[src/rtl/trdb_pkg.sv]
// Shared types for the trace stream arbiter: source codes, flush states and defaults.
package trdb_pkg;

   typedef enum logic [1:0] {
      TRDB_SRC_PKT = 2'd0,
      TRDB_SRC_TIM = 2'd1,
      TRDB_SRC_SW  = 2'd2
   } trdb_src_e;

   typedef enum logic [1:0] {
      TRDB_ST_IDLE  = 2'd0,
      TRDB_ST_DRAIN = 2'd1,
      TRDB_ST_DONE  = 2'd2
   } trdb_flush_e;

   localparam int TRDB_DATA_WIDTH_DEFAULT   = 32;
   localparam int TRDB_STARVE_LIMIT_DEFAULT = 8;

endpackage

[src/rtl/trdb_stream_arbiter_if.sv]
// Word-stream bundle between the three sources, the arbiter and the output FIFO.
interface trdb_stream_arbiter_if #(parameter int DATA_WIDTH = 32);

   logic [DATA_WIDTH-1:0] pkt_word_i;
   logic                  pkt_valid_i;
   logic                  pkt_grant_o;
   logic [DATA_WIDTH-1:0] tim_word_i;
   logic                  tim_valid_i;
   logic                  tim_grant_o;
   logic [DATA_WIDTH-1:0] sw_word_i;
   logic                  sw_valid_i;
   logic                  sw_grant_o;
   logic [DATA_WIDTH-1:0] out_word_o;
   logic                  out_valid_o;
   logic                  out_grant_i;
   logic [1:0]            out_src_o;

   modport slave (
      input  pkt_word_i, pkt_valid_i, tim_word_i, tim_valid_i, sw_word_i, sw_valid_i, out_grant_i,
      output pkt_grant_o, tim_grant_o, sw_grant_o, out_word_o, out_valid_o, out_src_o
   );

   modport master (
      output pkt_word_i, pkt_valid_i, tim_word_i, tim_valid_i, sw_word_i, sw_valid_i, out_grant_i,
      input  pkt_grant_o, tim_grant_o, sw_grant_o, out_word_o, out_valid_o, out_src_o
   );

endinterface

[src/rtl/trdb_prio_select.sv]
// Combinational 3-way priority picker (pkt > tim > sw) with a software override.
module trdb_prio_select
   import trdb_pkg::*;
(
   input  logic      i_allow,
   input  logic      i_req_pkt,
   input  logic      i_req_tim,
   input  logic      i_req_sw,
   input  logic      i_override_sw,
   output logic      o_gnt_pkt,
   output logic      o_gnt_tim,
   output logic      o_gnt_sw,
   output logic      o_gnt_any,
   output trdb_src_e o_src
);

   always_comb begin
      o_gnt_pkt = 1'b0;
      o_gnt_tim = 1'b0;
      o_gnt_sw  = 1'b0;
      o_src     = TRDB_SRC_PKT;
      if (i_allow) begin
         if (i_override_sw && i_req_sw) begin
            o_gnt_sw = 1'b1;
            o_src    = TRDB_SRC_SW;
         end else if (i_req_pkt) begin
            o_gnt_pkt = 1'b1;
            o_src     = TRDB_SRC_PKT;
         end else if (i_req_tim) begin
            o_gnt_tim = 1'b1;
            o_src     = TRDB_SRC_TIM;
         end else if (i_req_sw) begin
            o_gnt_sw = 1'b1;
            o_src    = TRDB_SRC_SW;
         end
      end
      o_gnt_any = o_gnt_pkt | o_gnt_tim | o_gnt_sw;
   end

endmodule

[src/rtl/trdb_stream_arbiter.sv]
// Merges pkt/tim/sw words into one registered stream with a flush sequencer.
// Optional software starvation guard: define TRDB_ARB_STARVE_GUARD_EN.
module trdb_stream_arbiter
   import trdb_pkg::*;
#(
   parameter int DATA_WIDTH   = TRDB_DATA_WIDTH_DEFAULT,
   parameter int STARVE_LIMIT = TRDB_STARVE_LIMIT_DEFAULT
)
(
   input  logic clk_i,
   input  logic rst_i,
   input  logic enable_i,
   input  logic flush_req_i,
   output logic flush_confirm_o,
   output logic busy_o,
   trdb_stream_arbiter_if.slave bus
);

   if (STARVE_LIMIT < 1 || STARVE_LIMIT > 255) begin : g_bad_limit
      $error("trdb_stream_arbiter: STARVE_LIMIT must be within 1..255");
   end

   trdb_flush_e           r_state;
   trdb_flush_e           w_state_next;
   logic                  r_out_valid;
   logic [DATA_WIDTH-1:0] r_out_word;
   trdb_src_e             r_out_src;

   logic                  w_slot_free;
   logic                  w_allow;
   logic                  w_req_tim;
   logic                  w_req_sw;
   logic                  w_override;
   logic                  w_gnt_pkt;
   logic                  w_gnt_tim;
   logic                  w_gnt_sw;
   logic                  w_gnt_any;
   trdb_src_e             w_gnt_src;
   logic [DATA_WIDTH-1:0] w_next_word;

   // No grants during reset or the confirm cycle; only pkt may drain during a flush.
   assign w_slot_free = ~r_out_valid | bus.out_grant_i;
   assign w_allow     = w_slot_free & enable_i & ~rst_i & (r_state != TRDB_ST_DONE);
   assign w_req_tim   = bus.tim_valid_i & (r_state == TRDB_ST_IDLE);
   assign w_req_sw    = bus.sw_valid_i & (r_state == TRDB_ST_IDLE);

`ifdef TRDB_ARB_STARVE_GUARD_EN
   localparam logic [7:0] LIMIT = 8'(STARVE_LIMIT);
   logic [7:0] r_starve_cnt;

   always_ff @(posedge clk_i) begin
      if (rst_i) begin
         r_starve_cnt <= 8'd0;
      end else if (!bus.sw_valid_i || w_gnt_sw) begin
         r_starve_cnt <= 8'd0;
      end else if (r_state == TRDB_ST_IDLE && w_allow && r_starve_cnt != LIMIT) begin
         r_starve_cnt <= r_starve_cnt + 8'd1;
      end
   end

   assign w_override = bus.sw_valid_i & (r_starve_cnt == LIMIT);
`else
   assign w_override = 1'b0;
`endif

   trdb_prio_select u_prio (
      .i_allow       (w_allow),
      .i_req_pkt     (bus.pkt_valid_i),
      .i_req_tim     (w_req_tim),
      .i_req_sw      (w_req_sw),
      .i_override_sw (w_override),
      .o_gnt_pkt     (w_gnt_pkt),
      .o_gnt_tim     (w_gnt_tim),
      .o_gnt_sw      (w_gnt_sw),
      .o_gnt_any     (w_gnt_any),
      .o_src         (w_gnt_src)
   );

   always_comb begin
      w_next_word = bus.pkt_word_i;
      case (w_gnt_src)
         TRDB_SRC_TIM: w_next_word = bus.tim_word_i;
         TRDB_SRC_SW:  w_next_word = bus.sw_word_i;
         default:      w_next_word = bus.pkt_word_i;
      endcase
   end

   always_ff @(posedge clk_i) begin
      if (rst_i) begin
         r_out_valid <= 1'b0;
         r_out_word  <= '0;
         r_out_src   <= TRDB_SRC_PKT;
      end else if (w_gnt_any) begin
         r_out_valid <= 1'b1;
         r_out_word  <= w_next_word;
         r_out_src   <= w_gnt_src;
      end else if (bus.out_grant_i) begin
         r_out_valid <= 1'b0;
      end
   end

   always_ff @(posedge clk_i) begin
      if (rst_i) begin
         r_state <= TRDB_ST_IDLE;
      end else begin
         r_state <= w_state_next;
      end
   end

   // Flush completes once the pkt source is quiet and the output register is empty.
   always_comb begin
      w_state_next = r_state;
      case (r_state)
         TRDB_ST_IDLE:  if (flush_req_i) w_state_next = TRDB_ST_DRAIN;
         TRDB_ST_DRAIN: if (!bus.pkt_valid_i && !r_out_valid) w_state_next = TRDB_ST_DONE;
         TRDB_ST_DONE:  w_state_next = TRDB_ST_IDLE;
         default:       w_state_next = TRDB_ST_IDLE;
      endcase
   end

   assign bus.pkt_grant_o = w_gnt_pkt;
   assign bus.tim_grant_o = w_gnt_tim;
   assign bus.sw_grant_o  = w_gnt_sw;
   assign bus.out_word_o  = r_out_word;
   assign bus.out_valid_o = r_out_valid;
   assign bus.out_src_o   = r_out_src;
   assign flush_confirm_o = (r_state == TRDB_ST_DONE);
   assign busy_o          = r_out_valid | (r_state != TRDB_ST_IDLE);

endmodule
[src/flat_wrapper.sv]
// flat-port wrapper written by rule: the top's interface ports become plain ports
module trdb_stream_arbiter_flat import trdb_pkg::*;
#(
   parameter int DATA_WIDTH   = TRDB_DATA_WIDTH_DEFAULT,
   parameter int STARVE_LIMIT = TRDB_STARVE_LIMIT_DEFAULT
)
  (clk_i, rst_i, enable_i, flush_req_i, flush_confirm_o, busy_o, bus_pkt_word_i, bus_pkt_valid_i, bus_tim_word_i, bus_tim_valid_i, bus_sw_word_i, bus_sw_valid_i, bus_out_grant_i, bus_pkt_grant_o, bus_tim_grant_o, bus_sw_grant_o, bus_out_word_o, bus_out_valid_o, bus_out_src_o);
  trdb_stream_arbiter_if #(.DATA_WIDTH(DATA_WIDTH)) bus_i ();
  input  logic clk_i;
  input  logic rst_i;
  input  logic enable_i;
  input  logic flush_req_i;
  output logic flush_confirm_o;
  output logic busy_o;
  input wire logic [$bits(bus_i.pkt_word_i)-1:0] bus_pkt_word_i;
  input wire logic [$bits(bus_i.pkt_valid_i)-1:0] bus_pkt_valid_i;
  input wire logic [$bits(bus_i.tim_word_i)-1:0] bus_tim_word_i;
  input wire logic [$bits(bus_i.tim_valid_i)-1:0] bus_tim_valid_i;
  input wire logic [$bits(bus_i.sw_word_i)-1:0] bus_sw_word_i;
  input wire logic [$bits(bus_i.sw_valid_i)-1:0] bus_sw_valid_i;
  input wire logic [$bits(bus_i.out_grant_i)-1:0] bus_out_grant_i;
  output wire logic [$bits(bus_i.pkt_grant_o)-1:0] bus_pkt_grant_o;
  output wire logic [$bits(bus_i.tim_grant_o)-1:0] bus_tim_grant_o;
  output wire logic [$bits(bus_i.sw_grant_o)-1:0] bus_sw_grant_o;
  output wire logic [$bits(bus_i.out_word_o)-1:0] bus_out_word_o;
  output wire logic [$bits(bus_i.out_valid_o)-1:0] bus_out_valid_o;
  output wire logic [$bits(bus_i.out_src_o)-1:0] bus_out_src_o;
  assign bus_i.pkt_word_i = bus_pkt_word_i;
  assign bus_i.pkt_valid_i = bus_pkt_valid_i;
  assign bus_i.tim_word_i = bus_tim_word_i;
  assign bus_i.tim_valid_i = bus_tim_valid_i;
  assign bus_i.sw_word_i = bus_sw_word_i;
  assign bus_i.sw_valid_i = bus_sw_valid_i;
  assign bus_i.out_grant_i = bus_out_grant_i;
  assign bus_pkt_grant_o = bus_i.pkt_grant_o;
  assign bus_tim_grant_o = bus_i.tim_grant_o;
  assign bus_sw_grant_o = bus_i.sw_grant_o;
  assign bus_out_word_o = bus_i.out_word_o;
  assign bus_out_valid_o = bus_i.out_valid_o;
  assign bus_out_src_o = bus_i.out_src_o;
  trdb_stream_arbiter #(.DATA_WIDTH(DATA_WIDTH), .STARVE_LIMIT(STARVE_LIMIT)) u_core (.clk_i(clk_i), .rst_i(rst_i), .enable_i(enable_i), .flush_req_i(flush_req_i), .flush_confirm_o(flush_confirm_o), .busy_o(busy_o), .bus(bus_i));
endmodule
[config.mk]
export PLATFORM = sky130hd
export DESIGN_NAME = trdb_stream_arbiter_flat
export DESIGN_NICKNAME = d
export VERILOG_FILES = /design/src/rtl/trdb_pkg.sv /design/src/rtl/trdb_stream_arbiter_if.sv /design/src/rtl/trdb_prio_select.sv /design/src/rtl/trdb_stream_arbiter.sv /design/src/flat_wrapper.sv
export SDC_FILE = /design/constraint.sdc
export NUM_CORES = 1
export LEC_CHECK = 0
export ABC_AREA = 1
export BUFFER_PORTS_ARGS = -buffer_cell sky130_fd_sc_hd__buf_4
export CAP_MARGIN = 20
export CORE_MARGIN = 4
export CORE_UTILIZATION = 37
export CTS_CLUSTER_SIZE = 30
export DETAILED_ROUTE_END_ITERATION = 16
export PLACE_DENSITY = 0.7
export SLEW_MARGIN = 20
export SYNTH_ARGS = -nofsm -noshare
export SYNTH_HDL_FRONTEND = slang
export SYNTH_SLANG_ARGS = --single-unit
[constraint.sdc]
create_clock -name clk_i -period 2.6 [get_ports clk_i]
set_input_delay 0.52 -clock clk_i [delete_from_list [all_inputs] [get_ports clk_i]]
set_output_delay 0.52 -clock clk_i [all_outputs]
set_load 0.05 [all_outputs]
==> results of run 1 <==
-- registers in the layout, indices dropped and copies added (netlist names) --
register	cells
u_core.r_state	2
u_core.bus.out_src_o	2
u_core.bus.out_word_o	32
u_core.bus.out_valid_o	1
-- placed cells by master (no fill, tap or decap) --
cell type | netlist | layout
a21oi_1 | 67 | 67
a31oi_4 | 1 | 1
buf_12 | 0 | 2
buf_4 | 0 | 150
clkbuf_1 | 11 | 1
clkbuf_8 | 0 | 5
clkinv_1 | 1 | 1
clkinv_2 | 0 | 2
dfxtp_1 | 37 | 37
ha_1 | 2 | 1
ha_2 | 0 | 1
inv_1 | 11 | 11
inv_2 | 1 | 1
nand2_1 | 137 | 137
nand3_1 | 5 | 5
nand3_2 | 1 | 1
nor2_1 | 65 | 65
nor2_2 | 4 | 4
nor3_1 | 1 | 1
o21ai_0 | 2 | 2
-- metal layers --
layer  part of all wire [%]  track usage (%)
met4                    1.2            4.386
met3                     10            8.095
met5                      0                0
met2                     49            34.13
met1                     40            21.34
-- cells by family (layout without fill, tap and decap cells) --
group | count (synthesis) | after routing
AO/OA/AOI/OAI | 70 | 70
adder cells (fa/ha/maj) | 2 | 2
buffers and inverters | 35 | 173
flip-flops | 37 | 37
AND/OR/NAND/NOR | 213 | 213
-- worst max-delay path by stage --
| stage | cells after the start | slack, ps | to |
|---|---|---|---|
| 3_3_place_gp | 12 | 350 | u_core.bus.out_word_o[4] |
| 6_report | 12 | 520 | u_core.bus.out_word_o[6] |
| 5_1_grt | 13 | 280 | u_core.bus.out_word_o[0] |
| 4_1_cts | 12 | 530 | u_core.bus.out_word_o[6] |
| 2_1_floorplan | 13 | 80 | u_core.bus.out_word_o[10] |
| 3_5_place_dp | 12 | 260 | u_core.bus.out_word_o[6] |
-- metrics by stage --
step                      hold slack, ps  cell area, um^2  setup WS, ps  utilization (%)  cells
after CTS                          417.3             3346         534.2            60.39    567
final                              428.6             3346         519.9            60.39    567
after global placement             463.1             3263         345.0            58.90    559
after global routing               429.9             3346         277.8            60.39    567
after floorplan                    450.7             2133         83.31                -    357
after detailed placement           473.1             3263         264.4            58.90    559
-- power by group through the flow --
stage	clock (uW)	sequential [uW]	combinational, uW
floorplan	0	778	170
global placement	0	642	518
detailed placement	0	643	522
CTS	393	631	523
global route	419	636	561
finish	379	630	519
-- critical path, cell delays in order (launching register included) --
cell and delay (ps):
dfxtp_1 360, inv_2 50, nand2_1 90, nand3_2 120, inv_1 120, nand2_1 140
ha_2 390, buf_4 290, a21oi_1 70, a21oi_1 160, nand2_1 70, nand2_1 70
nor2_1 40
-- final cells by class --
| cell class | instances | area [um^2] | share of cell area (%) |
|---|---|---|---|
| flip-flops and latches | 37 | 740.7 | 22.14 |
| multi-input cells | 285 | 1217 | 36.39 |
| well taps | 72 | 90.09 | 2.693 |
| repair buffers | 152 | 1166 | 34.85 |
| clock buffers | 6 | 72.57 | 2.169 |
| clock inverters | 2 | 10.01 | 0.2992 |
| inverters | 13 | 48.80 | 1.458 |
-- cells in the mapped netlist --
master    count
a31oi_4       1
clkinv_1      1
dfxtp_1      37
buf_1         4
inv_2         1
ha_1          2
inv_1        11
nand2_1     137
a21oi_1      67
o21ai_0       2
clkbuf_1     11
buf_2         1
nor3_1        1
nor2_1       65
buf_6         6
nand3_1       5
nand3_2       1
nor2_2        4
==> results.txt, run 1 <==
----------------------------------------------------
[Global route]
  First-pass GRT wire length ... 11330 um
  Vias in the first global route ... ~2500
  Total gr overflow ... 0
  Number of antenna violations at the first check in global routing ... 0
  Maximum number of pins on one net before global-route repair ... 35
  GR Util All Layers ... around a fifth

[Clock tree]
  Clock tree root driver cell ... clkbuf_8
  Clock sinks ... 37
  Number of buffers added by the clock tree synthesis step ... 5
  Gates resized, CTS repair ... 0
  Maximum clock insertion buffer count ... 2
  Skew-Pair Late Insertion Delay ... 280 ps
  Number of H-tree levels ... 2
  Hold-fix buffers, CTS ... 0
  Clock tree from TritonCTS ... done
  Clock-pin transition on the worst setup and hold timing paths ... 70 ps
  Post-CTS setup buffers ... 0

[Worst setup path]
  Critical path endpoint category ... flop
  Data required time of the worst path ... 2780 ps
  Biggest fanout along the worst timing path ... 30
  Worst R2R Setup Slack ... just over 500 ps
  Worst Path Arrival ... roughly 2300 ps
  Type of the worst setup path ... reg -> reg
  Endpoint of the worst register-to-register path ... u_core.bus.out_word_o[6]
  Critical path origin ... u_core.r_state[0]
  R2R cell count ... 12
  Type of element launching the critical path ... flop
  Reg2reg start ... u_core.r_state[0]

[Floorplanning]
  Vertical die dimension ... around 84 um
  Effective utilization at floorplan ... between 30% and 40%
  Total die area ... a little over 7000 um^2
  Number of placement rows ... 27
  Top-level I/O count ... between 100 and 150
  Core outline area ... roughly 5500 um^2
  Die Wd ... 83.93 um

[Finish]
  Number of antenna repair diodes ... 0
  Final-stage net count ... 600
  Share of post-route cells with drive strength above 1 ... 33.74%
  Filler Cells Inserted ... 574
  Layout overhead on the synthesized area ... 56.83%

[Synthesis]
  Multiplexer area fraction after synthesis ... 0%
  Flop and latch count out of synthesis ... 37
  Synth cell types ... 18
  Adder-cell share of the synthesized area ... approximately 1.2%
  Post-Synth Simple-Gate Area ... approximately two fifths
  Largest area contributor in the netlist ... dfxtp_1
  Yosys warning count ... 0
  Post-synthesis xor/xnor area fraction ... 0%
  Gate count of the mapped netlist ... 357
  Synth Cell Area ... about 2100 um^2
  Largest family of logic cells by synthesized area ... simple AND/OR/NAND/NOR gates
  Fraction of the mapped netlist area in compound gates ... ~17%
  Cells taking the most area after synthesis ... dfxtp_1 (35%), nand2_1 (24%), a21oi_1 (16%)
  Number of nets produced by synthesis ... 463
  Sequential element share of the synthesized area ... 34.72%
  Portion of synthesized cell area occupied by the leading cell type ... roughly a third
  Synthesized area per cell ... 5.976 um^2

[Pwr]
  Fraction of power consumed by the clock network ... approximately 25%
  Reported leakage power ... about 0.0016 uW
  Part of the power in combinational logic ... between 30 and 40%
  Worst voltage drop across the vdd grid ... roughly 0.21 mV
  PwrDens ... about 460 nW/um^2
  Internal power component ... 1009 uW
  Net Sw Power ... ~520 uW
  Switching Fraction ... approximately a third
  Power share of the sequential group ... around two fifths
  Power consumption ... approximately 1500 uW

[STA]
  Pin slew with the least headroom to its limit ... roughly 360 ps
  Slew headroom ... ~76%
  Final setup vio count ... 0
  Unrepaired setup endpoints after global routing ... no
  Final Hold Fails ... 0
  Timing-limited maximum frequency ... a little under 500 MHz
  Period utilisation layout ... about four fifths
  Shortest clock period the worst path allows after layout ... ~2100 ps
  Aggregate negative setup slack ... 0 ps
  Pins over their slew limit ... 0
  Post-route clock skew ... between 10 and 15 ps

[Worst hold path]
  Startpoint of the tightest hold check path ... rst_i
  Cell count of the worst hold path ... 2
  Worst min path class ... in -> reg
  Worst min-delay path endpoint ... u_core.r_state[0]

[Routing]
  # DRC ... 0
  Wire length per cell ... between 10 and 15 um
  Via count ... around 2600
  Number of nets still failing antenna checks after routing ... 0
  Detailed-routing iteration count for the pre-antenna-repair pass ... 4
  Total wire length ... 6836 um
  Number of DRC markers after the initial detailed-route iteration ... approximately 110
  Drt via density ... approximately 4.6

[Status]
  Status ... complete, no violations

[Place]
  RePlAce Congestion ... roughly 0.85
  HPWL after detailed placement ... 5368 um
  Number of buffers inserted by port buffering ... roughly 140

[Job]
  # Max-Cap Violations ... 0

----------------------------------------------------
Note: power is estimated with default switching activity, not from simulation.
==> inputs of run 2 (changes only) <==
--- a/config.mk
+++ b/config.mk
@@ -5,14 +5,14 @@
 export SDC_FILE = /design/constraint.sdc
 export NUM_CORES = 1
 export LEC_CHECK = 0
-export ABC_AREA = 1
+export ABC_AREA = 0
 export BUFFER_PORTS_ARGS = -buffer_cell sky130_fd_sc_hd__buf_4
 export CAP_MARGIN = 20
 export CORE_MARGIN = 4
 export CORE_UTILIZATION = 37
 export CTS_CLUSTER_SIZE = 30
 export DETAILED_ROUTE_END_ITERATION = 16
-export PLACE_DENSITY = 0.7
+export PLACE_DENSITY = 0.72
 export SLEW_MARGIN = 20
 export SYNTH_ARGS = -nofsm -noshare
 export SYNTH_HDL_FRONTEND = slang
==> constraint.sdc (replaced) <==
create_clock -name clk_i -period 1.9 [get_ports clk_i]
set_input_delay 0.38 -clock clk_i [delete_from_list [all_inputs] [get_ports clk_i]]
set_output_delay 0.38 -clock clk_i [all_outputs]
set_load 0.05 [all_outputs]
==> run 2 against run 1 <==
  * The flow now finishes with violations (setup timing)
  * Global-route usage shrank 1.1 points
  * Routed wire length grew 8.7%
  * Sequential share of layout area shrank 3.5 points
  * Via count shrank 8.9%
  * Critical path depth shrank 5
  * Die area grew 5.0%
  * Power grew 49%
  * Clock skew shrank 7.4 ps
  * Design area grew 20%
  * Synthesized area grew 5.6%
  * Worst setup slack lost 550 ps
  * Synthesized cell count shrank 31%
  * Critical endpoint is now u_core.bus.out_word_o[31]
==> results.txt, run 2 <==
----------------------------------------------------
[Routing]
  Detailed-routing iteration count for the pre-antenna-repair pass ... 4 (unchanged)
  Drt via density ... 4.985 (+7.4%)
  # DRC ... 0 (unchanged)
  Number of DRC markers after the initial detailed-route iteration ... 83 (-22%)
  Via count ... 2398 (-8.9%)
  Wire length per cell ... 15.44 um (+28%)
  Number of nets still failing antenna checks after routing ... 0 (unchanged)
  Total wire length ... 7429 um (+8.7%)

[Global route]
  Number of antenna violations at the first check in global routing ... 0 (unchanged)
  GR Util All Layers ... 18.16% (-1.1 points)
  Total gr overflow ... 0 (unchanged)
  Maximum number of pins on one net before global-route repair ... 38 (+8.6%)
  First-pass GRT wire length ... 10790 um (-4.7%)
  Vias in the first global route ... 2358 (-6.7%)

[Clock tree]
  Clock tree from TritonCTS ... done
  Number of H-tree levels ... 2 (unchanged)
  Maximum clock insertion buffer count ... 2 (unchanged)
  Clock tree root driver cell ... clkbuf_8
  Clock-pin transition on the worst setup and hold timing paths ... 70 ps (about the same)
  Skew-Pair Late Insertion Delay ... 280 ps (about the same)
  Clock sinks ... 37 (unchanged)
  Number of buffers added by the clock tree synthesis step ... 5 (unchanged)
  Hold-fix buffers, CTS ... 0 (unchanged)

[STA]
  Pin slew with the least headroom to its limit ... 417.6 ps (+54.16 ps)
  Post-route clock skew ... 3.316 ps (-7.356 ps)
  Slack of the critical path ... -34.76 ps (-554.7 ps)
  Aggregate negative setup slack ... -149.8 ps (-149.8 ps)
  Final setup vio count ... 17 (+17)
  Worst hold slack after final layout ... 381.5 ps (-47.09 ps)
  Pins over their slew limit ... 0 (unchanged)
  Period utilisation layout ... 101.8% (+22 points)
  Unrepaired setup endpoints after global routing ... yes
  Slew headroom ... 72.16% (-3.6 points)
  Final Hold Fails ... 0 (unchanged)
  Shortest clock period the worst path allows after layout ... 1935 ps (-145.3 ps)
  Timing-limited maximum frequency ... 516.9 MHz (+7.5%)

[Synthesis]
  Gate count of the mapped netlist ... 247 (-31%)
  Dominant synthesized flop cell ... dfxtp_1
  Largest area contributor in the netlist ... dfxtp_1
  Synth Cell Area ... 2252 um^2 (+5.6%)
  Flop and latch count out of synthesis ... 37 (unchanged)
  Most instantiated library cell after synthesis ... dfxtp_1
  Number of synthesized flops with an enable pin ... 0 (unchanged)
  Synth cell types ... 28 (+10)
  Yosys warning count ... 0 (unchanged)
  Portion of synthesized cell area occupied by the leading cell type ... 32.89% (-1.8 points)
  Sequential element share of the synthesized area ... 32.89% (-1.8 points)
  Post-synthesis async set-or-reset flop share ... 0% (unchanged)
  Synthesized area per cell ... 9.118 um^2 (+53%)
  Top cells by count, synth ... dfxtp_1 (37), nand2_1 (33), a22oi_1 (32), nor2b_1 (32), o21ai_0 (32)
  Cells taking the most area after synthesis ... dfxtp_1 (33%), mux2_4 (19%), a22oi_1 (11%)
  Number of nets produced by synthesis ... 353 (-24%)

[Finish]
  Final-stage net count ... 511 (-15%)
  Summed area of non-filler cells in the final layout ... 4003 um^2 (+20%)
  Number of antenna repair diodes ... 0 (unchanged)
  Leading cell type in the layout, fill and taps excluded ... buf_4
  Largest register FFs ... 32 (unchanged)
  Share of post-route cells with drive strength above 1 ... 65.02% (+31 points)
  Layout overhead on the synthesized area ... 77.72%
  Highest-count cells in the layout ignoring fill and taps ... buf_4 (155), dfxtp_1 (34), nor2b_1 (32)

[Pwr]
  Part of the power in combinational logic ... 38.4% (+4.4 points)
  Internal power component ... 1528 uW (+51%)
  PwrDens ... 569.4 nW/um^2 (+25%)
  Reported leakage power ... 0.001902 uW (+20%)
  Power share of the sequential group ... 38.2% (-3.1 points)
  Switching Fraction ... 32.96% (-0.98 points)
  Fraction of power consumed by the clock network ... 23.4% (-1.4 points)
  Net Sw Power ... 751.1 uW (+45%)
  Worst voltage drop across the vdd grid ... 0.3861 mV (+82%)

[Worst setup path]
  Critical path origin ... u_core.r_state[0]
  Type of element launching the critical path ... flop
  Total buffers and inverters traversed by the critical path ... 1 (-2)
  Data required time of the worst path ... 2080 ps (-700 ps)
  Reg2reg start ... u_core.r_state[0]
  Slowest stage cell on the critical path ... dfxtp_2
  R2R cell count ... 7 (-5)
  Biggest fanout along the worst timing path ... 8 (-73%)
  Critical path endpoint category ... flop
  Cell breakdown of the critical path ... nor3_2 -> nand4_1 -> ha_4 -> clkbuf_16 -> a22oi_2 -> o21ai_1 -> mux2_4
  Worst path max stage delay ... 330 ps (-60 ps)
  Number of cells on the critical path ... 7 (-5)
  Worst Path Arrival ... 2110 ps (-150 ps)
  Type of the worst setup path ... reg -> reg
  Worst path top cell family by delay ... simple AND/OR/NAND/NOR gates

[Floorplanning]
  Die Wd ... 86.02 um (+2.5%)
  Core outline area ... 5921 um^2 (+6.9%)
  Top-level I/O count ... 144 (unchanged)
  Vertical die dimension ... 86.02 um (+2.5%)
  Total die area ... 7399 um^2 (+5.0%)
  Number of placement rows ... 28 (+3.7%)
  Effective utilization at floorplan ... 38.04% (-0.47 points)

[Worst hold path]
  Worst min path class ... in -> reg
  Cell count of the worst hold path ... 3 (+1)
  Startpoint of the tightest hold check path ... flush_req_i

[Place]
  HPWL after detailed placement ... 5061 um (-5.7%)
  Area of placed instances ... 3553 um^2 (+8.9%)
  Number of buffers inserted by port buffering ... 143 (unchanged)
  Worst Setup Slack post-DPL ... -347.4 ps (-611.8 ps)
  RePlAce Congestion ... 0.8018 (-5.4%)

[Status]
  Status ... complete, but fails checks
  Violations in the final reports ... setup timing

[Job]
  # Max-Cap Violations ... 0 (unchanged)

----------------------------------------------------
-- run 2: final cells by class --
cell class | count | area, um^2
Fill cell | 482 | 1918
Multi-Input combinational cell | 185 | 1590
Timing Repair Buffer | 172 | 1474
Sequential cell | 37 | 747.0
Tap cell | 75 | 93.84
Clock buffer | 8 | 80.08
Inverter | 4 | 17.52
-- run 2: per-stage QoR --
stage	util, %	total power [uW]	cells
after floorplan	-	1384	247
after global placement	60.02	1691	465
after detailed placement	60.02	1703	465
after CTS	63.06	2245	475
after global routing	67.60	2381	481
final	67.60	2279	481
-- run 2: path summary, 6_finish.rpt --
kind / endpoint / slack, ps
max reg2reg: u_core.bus.out_word_o[31] / -30
min: u_core.r_state[0] / 380
max: u_core.bus.out_word_o[31] / -30
min reg2reg: u_core.bus.out_src_o[0] / 490
-- run 2: tightest hold or removal path, cell delays in order --
cell     delay, ps
buf_4           70
o21ai_0         50
nor3_1         110
-- run 2: what timing repair did --
item / in CTS / in global routing
pin swaps: 4 / 5
gates cloned: 0 / 5
buffers inserted: 2 / 1
gates resized for setup: 17 / 40
endpoints found under the setup margin: 33 / 34
-- run 2: power groups by stage --
| stage | Sequential (uW) | Combinational (uW) | Clock, uW |
|---|---|---|---|
| after floorplan | 1090 | 291 | 0 |
| after global placement | 885 | 806 | 0 |
| after detailed placement | 885 | 818 | 0 |
| after CTS | 871 | 832 | 543 |
| after global routing | 880 | 922 | 579 |
| final | 871 | 875 | 533 |
-- run 2: cell families (layout without fill, tap and decap cells) --
logic type	after synthesis	after routing	share of synthesized area (%)
AOI/OAI and AO/OA	71	71	19.61
adders and majority gates	2	2	1.111
buffers and inverters	25	184	6.666
DFF	37	37	32.89
muxes	32	32	20.83
and+or+nand+nor	80	80	18.89
-- run 2: per-layer routing --
metal / wire, um / GRT usage [%]
met3: 548 / 5.091
met2: 3805 / 31.96
met5: 0 / 0
met1: 2998 / 21.39
met4: 76 / 5.180
